`src/rtl/hamming_secded_rx_pkg.sv`:
```
// Shared SECDED Hamming helpers: parity-count sizing, codeword position
// mapping and the decode outcome encoding. Also used by the matching encoder.
package hamming_secded_rx_pkg;

    // Outcome of decoding one received frame.
    typedef enum logic [1:0] {
        DEC_CLEAN  = 2'd0,
        DEC_CORR   = 2'd1,
        DEC_UNCORR = 2'd2
    } dec_e;

    // Smallest r with 2**r >= m + r + 1 (number of Hamming parity bits).
    function automatic int calc_r(input int m);
        int r;
        r = 1;
        for (int k = 0; k < 30; k++) begin
            if ((1 << r) < m + r + 1) r = r + 1;
        end
        return r;
    endfunction

    // Parity bits live at the power-of-two positions.
    function automatic logic is_pow2(input int p);
        return (p > 0) && ((p & (p - 1)) == 0);
    endfunction

    // Codeword position of data bit i: the i-th non-power-of-two position.
    function automatic int data_pos(input int i);
        int pos;
        int cnt;
        pos = 0;
        cnt = -1;
        for (int p = 1; p < 1024; p++) begin
            if (!is_pow2(p) && (cnt < i)) begin
                cnt = cnt + 1;
                pos = p;
            end
        end
        return pos;
    endfunction

endpackage

```
`src/rtl/hamming_secded_rx_if.sv`:
```
// Serial link side (bit_in/shift/sync) and decoded word side of the decoder.
// Handshake: a bit is transferred on every rising clk edge where shift=1;
// valid is a one-cycle pulse, there is no back-pressure on the output.
interface hamming_secded_rx_if #(parameter int M = 4);
    logic         bit_in;
    logic         shift;
    logic         sync;
    logic [M-1:0] data_out;
    logic         valid;
    logic         err_corr;
    logic         err_uncorr;
    logic         busy;

    modport master (
        output bit_in, shift, sync,
        input  data_out, valid, err_corr, err_uncorr, busy
    );

    modport slave (
        input  bit_in, shift, sync,
        output data_out, valid, err_corr, err_uncorr, busy
    );
endinterface

```
`src/rtl/hamming_secded_rx_sat_counter.sv`:
```
// Saturating event counter with synchronous clear; clear beats increment.
module sat_counter #(
    parameter int CW = 8
) (
    input  logic          clk,
    input  logic          reset,
    input  logic          inc,
    input  logic          clr,
    output logic [CW-1:0] cnt
);
    localparam logic [CW-1:0] MAX = '1;

    // Count up to all-ones and stick there until cleared.
    always_ff @(posedge clk or negedge reset) begin
        if (!reset) begin
            cnt <= '0;
        end else if (clr) begin
            cnt <= '0;
        end else if (inc && (cnt != MAX)) begin
            cnt <= cnt + 1'b1;
        end
    end
endmodule

```
`src/rtl/hamming_secded_rx.sv`:
```
// Serial-in SECDED Hamming decoder. Bits arrive p1..p(N-1) then p0; the
// syndrome and overall parity are accumulated on the fly and the frame is
// decoded on the edge that samples its last bit.
module hamming_secded_rx
    import hamming_secded_rx_pkg::*;
#(
    parameter int M  = 4,
    parameter int CW = 8
) (
    input  logic                 clk,
    input  logic                 reset,
    hamming_secded_rx_if.slave   link,
    input  logic                 clr_cnt,
    output logic [CW-1:0]        corr_cnt,
    output logic [CW-1:0]        uncorr_cnt
);
    localparam int R = calc_r(M);
    localparam int N = M + R + 1;
    // N always needs exactly R index bits, so R-bit counter/syndrome suffice.
    localparam logic [R-1:0] LAST_CNT = R'(N - 1);
    localparam logic [R:0]   MAX_POS  = (R + 1)'(N - 1);
    localparam logic [N-1:0] ONE_HOT0 = N'(1);

    logic [R-1:0] bit_cnt, cnt_base, cnt_nxt, pos;
    logic [R-1:0] syn, syn_base, syn_nxt;
    logic         par, par_base, par_nxt;
    logic [N-1:0] cw, cw_nxt, fixed;
    logic         last_bit;
    logic [M-1:0] dec_data;
    dec_e         status;
    logic [M-1:0] data_q;
    logic         valid_q, corr_q, uncorr_q;

    // Accumulate the incoming bit; sync restarts the frame before this bit.
    always_comb begin
        cnt_base = link.sync ? '0 : bit_cnt;
        syn_base = link.sync ? '0 : syn;
        par_base = link.sync ? 1'b0 : par;
        last_bit = link.shift && (cnt_base == LAST_CNT);
        pos      = last_bit ? '0 : cnt_base + R'(1);
        syn_nxt  = syn_base ^ ((link.shift && link.bit_in) ? pos : '0);
        par_nxt  = par_base ^ (link.shift & link.bit_in);
        cw_nxt   = cw;
        if (link.shift) cw_nxt[pos] = link.bit_in;
        cnt_nxt  = cnt_base;
        if (link.shift) cnt_nxt = last_bit ? '0 : cnt_base + R'(1);
    end

    // Classify the completed frame and apply the single-bit correction.
    always_comb begin
        status = DEC_UNCORR;
        fixed  = cw_nxt;
        if (syn_nxt == '0) begin
            status = par_nxt ? DEC_CORR : DEC_CLEAN;
        end else if (par_nxt && ({1'b0, syn_nxt} <= MAX_POS)) begin
            status = DEC_CORR;
            fixed  = cw_nxt ^ (ONE_HOT0 << syn_nxt);
        end
    end

    for (genvar gi = 0; gi < M; gi++) begin : g_extract
        localparam int DP = data_pos(gi);
        assign dec_data[gi] = fixed[DP];
    end

    // Frame state and registered decode results.
    always_ff @(posedge clk or negedge reset) begin
        if (!reset) begin
            bit_cnt  <= '0;
            syn      <= '0;
            par      <= 1'b0;
            cw       <= '0;
            valid_q  <= 1'b0;
            data_q   <= '0;
            corr_q   <= 1'b0;
            uncorr_q <= 1'b0;
        end else begin
            bit_cnt <= cnt_nxt;
            syn     <= last_bit ? '0 : syn_nxt;
            par     <= last_bit ? 1'b0 : par_nxt;
            cw      <= cw_nxt;
            valid_q <= last_bit;
            if (last_bit) begin
                data_q   <= dec_data;
                corr_q   <= (status == DEC_CORR);
                uncorr_q <= (status == DEC_UNCORR);
            end
        end
    end

    assign link.data_out   = data_q;
    assign link.valid      = valid_q;
    assign link.err_corr   = corr_q;
    assign link.err_uncorr = uncorr_q;
    assign link.busy       = (bit_cnt != '0);

    sat_counter #(.CW(CW)) u_corr_cnt (
        .clk   (clk),
        .reset (reset),
        .inc   (last_bit && (status == DEC_CORR)),
        .clr   (clr_cnt),
        .cnt   (corr_cnt)
    );

    sat_counter #(.CW(CW)) u_uncorr_cnt (
        .clk   (clk),
        .reset (reset),
        .inc   (last_bit && (status == DEC_UNCORR)),
        .clr   (clr_cnt),
        .cnt   (uncorr_cnt)
    );
endmodule

```
`src/flat_wrapper.sv`:
```
// flat-port wrapper written by rule: the top's interface ports become plain ports
module hamming_secded_rx_flat import hamming_secded_rx_pkg::*;
#(
    parameter int M  = 4,
    parameter int CW = 8
)
  (clk, reset, clr_cnt, corr_cnt, uncorr_cnt, link_bit_in, link_shift, link_sync, link_data_out, link_valid, link_err_corr, link_err_uncorr, link_busy);
  hamming_secded_rx_if #(.M(M)) link_i ();
  input  logic clk;
  input  logic reset;
  input  logic clr_cnt;
  output logic [CW-1:0] corr_cnt;
  output logic [CW-1:0] uncorr_cnt;
  input wire logic [$bits(link_i.bit_in)-1:0] link_bit_in;
  input wire logic [$bits(link_i.shift)-1:0] link_shift;
  input wire logic [$bits(link_i.sync)-1:0] link_sync;
  output wire logic [$bits(link_i.data_out)-1:0] link_data_out;
  output wire logic [$bits(link_i.valid)-1:0] link_valid;
  output wire logic [$bits(link_i.err_corr)-1:0] link_err_corr;
  output wire logic [$bits(link_i.err_uncorr)-1:0] link_err_uncorr;
  output wire logic [$bits(link_i.busy)-1:0] link_busy;
  assign link_i.bit_in = link_bit_in;
  assign link_i.shift = link_shift;
  assign link_i.sync = link_sync;
  assign link_data_out = link_i.data_out;
  assign link_valid = link_i.valid;
  assign link_err_corr = link_i.err_corr;
  assign link_err_uncorr = link_i.err_uncorr;
  assign link_busy = link_i.busy;
  hamming_secded_rx #(.M(M), .CW(CW)) u_core (.clk(clk), .reset(reset), .link(link_i), .clr_cnt(clr_cnt), .corr_cnt(corr_cnt), .uncorr_cnt(uncorr_cnt));
endmodule
```
`config.mk`:
```
export PLATFORM = sky130hd
export DESIGN_NAME = hamming_secded_rx_flat
export DESIGN_NICKNAME = d
export VERILOG_FILES = /design/src/rtl/hamming_secded_rx_pkg.sv /design/src/rtl/hamming_secded_rx_if.sv /design/src/rtl/hamming_secded_rx_sat_counter.sv /design/src/rtl/hamming_secded_rx.sv /design/src/flat_wrapper.sv
export SDC_FILE = /design/constraint.sdc
export NUM_CORES = 1
export LEC_CHECK = 0
export ABC_AREA = 0
export BUFFER_PORTS_ARGS = -buffer_cell sky130_fd_sc_hd__buf_4
export CAP_MARGIN = 25
export CORE_ASPECT_RATIO = 0.6
export CORE_MARGIN = 2
export CORE_UTILIZATION = 60
export CTS_CLUSTER_DIAMETER = 40
export DETAILED_ROUTE_END_ITERATION = 8
export PLACE_DENSITY = 0.87
export SYNTH_ARGS = -nofsm -noshare
export SYNTH_HDL_FRONTEND = slang
export SYNTH_SLANG_ARGS = --single-unit
```
`constraint.sdc`:
```
create_clock -name clk -period 3.9 [get_ports clk]
set_input_delay 0.78 -clock clk [delete_from_list [all_inputs] [get_ports clk]]
set_output_delay 0.78 -clock clk [all_outputs]
set_load 0.05 [all_outputs]
```
==> results summary <==
The number of antenna violations at the first check in global routing came to 0. The aggregate routed wire length is 4160 um. The area share of the largest cell type after synthesis is 42.9%. The die height came out at 48.5 um. The total clock buffers created by CTS came out at 5. The post-layout net count came out at 227. In this run, the number of DRC markers left after iteration 0 of detailed routing was 89.

The number of enable-type register cells in the synthesized netlist came out at 0. The cell sitting at the root of the clock tree is a sky130_fd_sc_hd__clkbuf_8. Sequential cells were found to cover 42.9% of the synthesized design area. The number of distinct standard cells referenced by the synthesized netlist came out at 55.

Compared with the post-synthesis result, the final layout area differs by 16.2%. Excluding fillers, the count of instances in the completed layout stands at 262. The number of max-cap violations is 0. The number of hold-slack violations in the final timing report is 0. In the routed design, unresolved DRC markers number 0. In this run the remaining antenna-violating nets after routing total 0.

The placeable core area is 3200 um^2. The final core area utilization came out at 71.9%. The worst slew slack as a fraction of its limit came out at 41.8%. The startpoint class of the critical path is a primary input. The first global-routing pass estimated 7110 um of wire. The post-synthesis instance area is 1980 um^2. Entering global routing, the biggest net connects 35 pins.

The clock sink count came out at 34. The overall via count from detail_route came out at 1,528. The width of the chip is 78.2 um.

In this run the power density over the cells is 326 nW/um^2. After detailed placement, the design holds a cell count of 255. The cell leakage power came out at 1.05 nW.

Net switching is 27.8% of the power. The element type at the critical path end is a flop. The via count of the first global-routing pass is 1,511.

The most used routing layer in global routing is met2. The final-layout setup total negative slack came out at 0 ns. The initial core utilization is 61.9%. The worst hold path belongs to the class primary input to asynchronous set/reset pin. The largest buffer count on any clock path is 2. The synthesis warning total came out at 0. The average routed wire per standard cell came out at 15.9 um.

In this run, synthesis produced a sequential element count of 34. The placement-stage worst setup slack is 0.465 ns. Ranked by instance count, the synthesized netlist is headed by sky130_fd_sc_hd__dfrtp_1 (34), sky130_fd_sc_hd__nand2_1 (17), sky130_fd_sc_hd__nor2_1 (16), sky130_fd_sc_hd__a21oi_1 (8). The synthesized instance count is 186. The largest total area in the synthesized netlist belongs to sky130_fd_sc_hd__dfrtp_1. The final max-slew violation count came out at 0. The synthesized area per cell is 10.7 um^2.

The met2 capacity usage during global routing came out at 36.6%. The repair_antennas step left the layout with diodes totalling 0. Once detailed placement completed, the half-perimeter wirelength came to 3060 um. By instance count, the leading cell after synthesis is sky130_fd_sc_hd__dfrtp_1.

The total of cells resized after clock tree synthesis is 0. Cell internal power was estimated by the tool at 0.541 mW. The net count of the mapped netlist is 196. After synthesis, the cell types taking the most area are sky130_fd_sc_hd__dfrtp_1 (43%), sky130_fd_sc_hd__mux2_4 (3.8%), sky130_fd_sc_hd__nand2_1 (3.2%). The critical path in this run is classified as primary input to flop. The CTS H-tree depth is 2.

The die area is 3790 um^2. After clock tree synthesis, the clock-pin slew on the worst setup and hold paths is 0.07 ns. The critical-path maximum fanout is 13. Cells with a size suffix above 1 make up 26.7% of the layout. The clock share of power came out at 32.5%. In the global route stage, met3 resource usage came out at 6.16%. The worst path uses 82.4% of the clock period. In the global route stage, overall resource usage came out at 24.4%. TritonCTS built the clock tree. The sequential cell fraction of total power came out at 50.8%. The number of buffers inserted by post-CTS setup repair is 0. The relative contribution of combinational cells to total power came out at 16.7%. Hold repair after CTS inserted 0 buffers. The detailed-routing iteration count for the pre-antenna-repair pass came out at 4.

Timing would allow up to 311 MHz. The total global routing overflow came out at 0. The run finished with clean final reports. The final critical path time including I/O delays and setup came out at 3.21 ns. The final RePlAce weighted congestion is 0.845.

The worst voltage drop across the vdd grid is 0.000214 V. The most used flip-flop cell after synthesis is sky130_fd_sc_hd__dfrtp_1. The final count of negative-setup-slack endpoints came out at 0. The required time reported for the critical path endpoint is 4.07 ns.

The fill cell total of the finished layout is 240. Setup repair after global routing left no endpoint under its margin. The number of top-level pins came out at 30. At the worst endpoint, the arrival time is 3.39 ns. The placement row count is 16. The met1 track demand over resource is 33.4%. The slack of the critical path is 0.686 ns. The switching power came out at 0.208 mW. The clock reaches the later pin of the worst-skew pair after 0.29 ns. The measured slew at the worst slew-check pin is 0.871 ns.

The worst clock skew on the final layout is 0.00586 ns. The count of buffers added on input and output ports is 29. The post-detailed-route via-to-cell ratio came out at 5.83. The share of flip-flops with an asynchronous set or reset after synthesis is 100%.
==> cells by family (layout without fill, tap and decap cells) <==
group / count (synthesis) / count (layout) / synth area share, %
AOI/OAI and AO/OA: 32 / 32 / 11.2
xor gates and xnor gates: 10 / 10 / 5.37
adders and majority gates: 4 / 4 / 2.53
buffers and inverters: 11 / 42 / 2.84
DFF: 34 / 34 / 42.9
muxes: 10 / 10 / 6.63
and+or+nand+nor: 85 / 85 / 28.5
==> metal layers <==
| metal | wire length [um] | part of all wire, % | vias up |
|---|---|---|---|
| met3 | 249 | 6.0 | 9 |
| met1 | 1900 | 46 | 737 |
| met5 | 0 | 0 | - |
| met2 | 1930 | 46 | 43 |
| met4 | 83 | 2.0 | 0 |
| li1 | - | - | 739 |
==> cell usage in the layout (no fill, tap or decap), types with 4 or more instances in the layout <==
master	count
sky130_fd_sc_hd__nand2_1	17
sky130_fd_sc_hd__or3_1	4
sky130_fd_sc_hd__buf_4	30
sky130_fd_sc_hd__o31ai_1	5
sky130_fd_sc_hd__nor2b_1	5
sky130_fd_sc_hd__inv_1	4
sky130_fd_sc_hd__xnor2_1	4
sky130_fd_sc_hd__clkbuf_8	5
sky130_fd_sc_hd__o21ai_0	4
sky130_fd_sc_hd__dfrtp_1	34
sky130_fd_sc_hd__mux2_4	5
sky130_fd_sc_hd__nand2b_1	5
sky130_fd_sc_hd__xor2_1	5
sky130_fd_sc_hd__a21oi_1	8
sky130_fd_sc_hd__nor2_1	16
sky130_fd_sc_hd__ha_1	4
==> critical path: stages <==
cell and delay, ns:
sky130_fd_sc_hd__buf_4 0.13, sky130_fd_sc_hd__nand2b_2 0.18, sky130_fd_sc_hd__inv_2 0.06, sky130_fd_sc_hd__ha_1 0.21
sky130_fd_sc_hd__ha_1 0.37, sky130_fd_sc_hd__nand4b_1 0.17, sky130_fd_sc_hd__xnor2_1 0.23, sky130_fd_sc_hd__a211oi_2 0.76
sky130_fd_sc_hd__nor2_1 0.15, sky130_fd_sc_hd__mux2_4 0.33
==> path summary, 6_finish.rpt <==
check	startpoint	to	slack, ns	cells past startpoint
worst max-delay path	link_sync	u_core.u_uncorr_cnt.cnt[3]	0.69	10
worst min-delay path	reset	u_core.u_corr_cnt.cnt[7]	0.42	1
worst max register to register	u_core.bit_cnt[0]	u_core.u_uncorr_cnt.cnt[3]	0.96	9
worst min register to register	u_core.link.data_out[2]	u_core.link.data_out[2]	0.50	2
max in group asynchronous	reset	u_core.link.valid	3.16	1
min in group clk	u_core.link.data_out[2]	u_core.link.data_out[2]	0.50	2
==> sequential cells by signal, indices dropped and copies added (netlist names) <==
| signal | flops |
|---|---|
| u_core.par | 1 |
| u_core.cw | 4 |
| u_core.link.valid | 1 |
| u_core.link.err_uncorr | 1 |
| u_core.u_corr_cnt.cnt | 8 |
| u_core.bit_cnt | 3 |
| u_core.link.err_corr | 1 |
| u_core.u_uncorr_cnt.cnt | 8 |
| u_core.syn | 3 |
| u_core.link.data_out | 4 |
==> power groups by stage <==
stage	registers [mW]	clock network, mW	logic (mW)
floorplan	0.385	0	0.0957
global placement	0.386	0	0.118
detailed placement	0.387	0	0.124
CTS	0.381	0.251	0.125
global route	0.383	0.269	0.134
finish	0.381	0.244	0.125
==> layout make-up <==
cell class / count / area (um^2) / share of cell area (%)
well taps: 45 / 56.3 / 2.45
flip-flops and latches: 34 / 851 / 37.0
clock buffers: 7 / 76.3 / 3.32
multi-input cells: 141 / 1070 / 46.7
inverters: 5 / 18.8 / 0.815
repair buffers: 30 / 225 / 9.78
==> through the flow <==
| stage | area [um^2] | power, mW | hold slack (ns) |
|---|---|---|---|
| 2_1_floorplan | 1980 | 0.481 | 0.480 |
| 3_3_place_gp | 2230 | 0.504 | 0.469 |
| 3_5_place_dp | 2230 | 0.511 | 0.492 |
| 4_1_cts | 2300 | 0.756 | 0.437 |
| 5_1_grt | 2300 | 0.786 | 0.453 |
| 6_report | 2300 | 0.750 | 0.423 |
Power figures use the tool's default switching activity.
